$ cat config.mk
export PLATFORM = sky130hd
export DESIGN_NAME = scan_unload_ctrl
export DESIGN_NICKNAME = d
export VERILOG_FILES = /design/src/rtl/scan_unload_ctrl.sv
export SDC_FILE = /design/constraint.sdc
export NUM_CORES = 1
export LEC_CHECK = 0
export CAP_MARGIN = 20
export CORE_UTILIZATION = 40
export CTS_CLUSTER_SIZE = 8
export DETAILED_ROUTE_END_ITERATION = 10
export PLACE_DENSITY = 0.65
export SYNTH_ARGS = -nofsm -noshare
export SYNTH_HDL_FRONTEND = slang
export SYNTH_SLANG_ARGS = --single-unit
$ cat constraint.sdc
create_clock -name clk -period 4.8 [get_ports clk]
set_clock_uncertainty 0.2 [all_clocks]
set_input_delay 0.96 -clock clk [delete_from_list [all_inputs] [get_ports clk]]
set_output_delay 0.96 -clock clk [all_outputs]
set_load 0.02 [all_outputs]
$ cat src/rtl/scan_unload_ctrl.sv
// Scan unload: captures a parallel snapshot and shifts it out one bit per handshake.
// Optional even-parity trailer bit when SCAN_UNLOAD_PARITY_EN is defined.
module scan_unload_ctrl #(
  parameter int WIDTH     = 16,
  parameter int CNT_W     = 8,
  parameter int MSB_FIRST = 0
) (
  input  logic             clk,
  input  logic             rn,
  input  logic             cap_valid,
  output logic             cap_ready,
  input  logic [WIDTH-1:0] cap_data,
  output logic             so,
  output logic             so_valid,
  input  logic             so_ready,
  output logic             so_last,
  output logic             busy
);

`ifdef SCAN_UNLOAD_PARITY_EN
  localparam int FRAME = WIDTH + 1;
`else
  localparam int FRAME = WIDTH;
`endif

  localparam logic [CNT_W-1:0] LAST = CNT_W'(FRAME - 1);

  typedef enum logic {
    IDLE,
    SHIFT
  } state_t;

  state_t           state;
  state_t           state_nx;
  logic [FRAME-1:0] sr;
  logic [FRAME-1:0] sr_nx;
  logic [FRAME-1:0] frame_in;
  logic [FRAME-1:0] sr_shift;
  logic [CNT_W-1:0] cnt;
  logic [CNT_W-1:0] cnt_nx;
  logic             head;

  // Frame image and one-step shift; the parity bit sits just past the tail
  always_comb begin
    frame_in = '0;
    sr_shift = '0;
    head     = 1'b0;
    if (MSB_FIRST != 0) begin
`ifdef SCAN_UNLOAD_PARITY_EN
      frame_in = {cap_data, ^cap_data};
`else
      frame_in = cap_data;
`endif
      sr_shift = {sr[FRAME-2:0], 1'b0};
      head     = sr[FRAME-1];
    end else begin
`ifdef SCAN_UNLOAD_PARITY_EN
      frame_in = {^cap_data, cap_data};
`else
      frame_in = cap_data;
`endif
      sr_shift = {1'b0, sr[FRAME-1:1]};
      head     = sr[0];
    end
  end

  // Next-state and output decode
  always_comb begin
    state_nx  = state;
    sr_nx     = sr;
    cnt_nx    = cnt;
    cap_ready = 1'b0;
    so_valid  = 1'b0;
    so        = 1'b0;
    so_last   = 1'b0;
    busy      = 1'b0;
    unique case (state)
      IDLE: begin
        cap_ready = 1'b1;
        if (cap_valid) begin
          sr_nx    = frame_in;
          cnt_nx   = '0;
          state_nx = SHIFT;
        end
      end
      SHIFT: begin
        busy     = 1'b1;
        so_valid = 1'b1;
        so       = head;
        so_last  = (cnt == LAST);
        if (so_ready) begin
          sr_nx = sr_shift;
          if (cnt == LAST) begin
            state_nx = IDLE;
          end else begin
            cnt_nx = cnt + 1'b1;
          end
        end
      end
      default: state_nx = IDLE;
    endcase
  end

  // State, shift register and bit counter
  always_ff @(posedge clk) begin
    if (!rn) begin
      state <= IDLE;
      sr    <= '0;
      cnt   <= '0;
    end else begin
      state <= state_nx;
      sr    <= sr_nx;
      cnt   <= cnt_nx;
    end
  end

endmodule
==> out/results.ini <==
[logic_synthesis]
yosysWarnings = 0
synth_flop_cell = dfxtp_1
ys_ff_latch = 25
syn_avg_cell_area_um2 = 8.85
synth_nets = 154
syn_inst = 133
ys_async_sr_fraction_pct = 0
synth_seq_area_share_pct = 42.5
synth.distinct_cells = 30
synth-edff-count = 0
syn_area_um2 = 1180

[clock_tree]
cts_sinks = 25
hold_buffers = 0
htree_levels = 1
ctsResizeCount = 0
cts_tree = done
cts.clk_slew.worst_paths_ns = 0.14
cts_setup_buffers = 0
clock_latency_ns = 0.31
clockBufferDepth = 2
numCtsBuffers = 3
root_buffer = clkbuf_4

[drt]
dr.pass1.iters = 3
wl_um = 2460
viasPerCell = 5.49
vias = 1011
wl_per_cell_um = 13.4
ant_nets = 0
drtIter0Drc = 52
drc = 0

[placement]
gp_congestion = 0.866
placed_cells = 180
place_hpwl_um = 1710
port_buffers = 24

[floorplanning]
dieArea_um2 = 3160
start_util_pct = 42.3
ioPinCount = 25
dieHeight_um = 56.3
core_region_area_um2 = 2780
rows = 19
die_x_um = 56.3

[global_route]
grt_pass1_vias = 926
grt_first_pass_wirelength_um = 4180
antenna_found_initial = 0
grt_max_degree = 36
grt_usage_pct = 16.1
gr-total-overflow = 0

[timing]
max_slew.worst_pin.slew_ns = 0.689
whs_ns = 0.295
period_minus_slack_ns = 3.28
fmax_ghz = 0.305
slew_viol_final = 0
finalHoldViolCount = 0
layout_worst_path_cycle_share_pct = 68.3
rsz0062_at_grt = false
timing.slew.headroom_pct = 54.0
setup_tns_ns = 0
finalSetupViolations = 0

[setup_path]
slowest_stage = clkdlybuf4s50_1
critical-path-max-stage-delay_ns = 0.63
critPathKind = flip-flop to output port
arrival_ns = 2.12
path_cells = or4_4, nor2_1, clkdlybuf4s50_1
crit_family = simple AND/OR/NAND/NOR gates
crit_fanout = 7
endpoint_kind = output port
required_ns = 3.64
worst-path-buf-inv = 1
cp-start-kind = flip-flop

[outcome]
status = completed

[cells_and_area]
areaGrowthSynthToFinish_pct = 23.5
fin_nets = 175
final_cell_mix = dfxtp_1 (25), clkdlybuf4s50_1 (24), nor2_1 (22), mux2i_1 (16), a211oi_1 (16)
drive_gt1_share_pct = 5.23
final_common_cell = dfxtp_1
diodes = 0
fin_cells = 184

[power_and_ir_drop]
cellPowerDensity_nw_per_um2 = 274
p_leak_nw = 0.533
peakVddDrop_v = 0.000182

[run]
drv_cap = 0

[min_path]
hold_path.class = flip-flop to flip-flop

## power by group
part	internal [mW]	switching, mW	total, mW
clock network	0.0317	0.0644	0.0961
registers	0.221	0.00885	0.230
logic	0.0371	0.0345	0.0716
total	0.290	0.108	0.398
## Yosys cell counts, types with 2 or more instances
cell type / instances / area (um^2)
nand3_1: 5 / 25.0
a21oi_1: 5 / 25.0
clkbuf_1: 4 / 15.0
nand4_1: 2 / 12.5
buf_2: 2 / 10.0
mux2i_1: 16 / 160
inv_1: 3 / 11.3
o22ai_1: 2 / 12.5
a211oi_1: 16 / 120
nand2_1: 5 / 18.8
o21ai_0: 5 / 25.0
a31oi_1: 2 / 12.5
nor2_1: 22 / 82.6
dfxtp_1: 25 / 500
o21a_1: 3 / 22.5
buf_1: 2 / 7.51
## per-stage QoR
stage	instance area [um^2]	util, %	power (mW)	setup slack (ns)
floorplan	1180	-	0.278	2.35
global placement	1420	51.2	0.304	1.91
detailed placement	1420	51.2	0.306	1.90
CTS	1450	52.3	0.402	1.53
global route	1450	52.3	0.420	1.47
finish	1450	52.3	0.398	1.52
## sequential cells by signal, summed over array words and instances, names as in the netlist
register and count:
cnt 8, sr 16, state 1
## metal layers
metal,vias up,GRT usage (%),wire (um)
met1,468,21.9,1220
met2,14,27.0,1150
met3,2,3.00,73
met5,-,0,0
met4,0,3.14,16
li1,527,-,-
## layout make-up
cell class / count / area, um^2
multi-input combinational: 96 / 626
fill: 275 / 1330
inverter: 3 / 11.3
timing repair buffer: 25 / 248
sequential: 25 / 500
clock buffer: 3 / 22.5
clock inverter: 1 / 7.51
tap: 31 / 38.8
## cell families (layout without fill, tap and decap cells)
group / count (synthesis) / count (layout) / share of synthesized area (%)
DFF: 25 / 25 / 42.5
buffers and inverters: 12 / 32 / 4.36
AOI/OAI and AO/OA: 38 / 38 / 22.1
muxes: 17 / 17 / 14.6
and+or+nand+nor: 40 / 40 / 15.4
adders and majority gates: 1 / 1 / 1.06
## final timing paths
path	cells after the start	startpoint	end	slack (ns)
worst max-delay path	3	cnt[4]$_SDFFE_PN0P_	so_last	1.52
worst max register to register	5	state$_SDFF_PN0_	cnt[7]$_SDFFE_PN0P_	2.45
worst min register to register	1	cnt[7]$_SDFFE_PN0P_	cnt[7]$_SDFFE_PN0P_	0.29
worst min-delay path	1	cnt[7]$_SDFFE_PN0P_	cnt[7]$_SDFFE_PN0P_	0.29
## worst register-to-register path: cells and delay by family, from the launching register on
| family | cells | cell delay [ns] |
|---|---|---|
| AOI/OAI and AO/OA | 3 | 0.48 |
| buffers and inverters | 1 | 0.38 |
| DFF | 1 | 0.57 |
| muxes | 1 | 0.63 |
No activity file was read; power rests on OpenSTA's default activity.
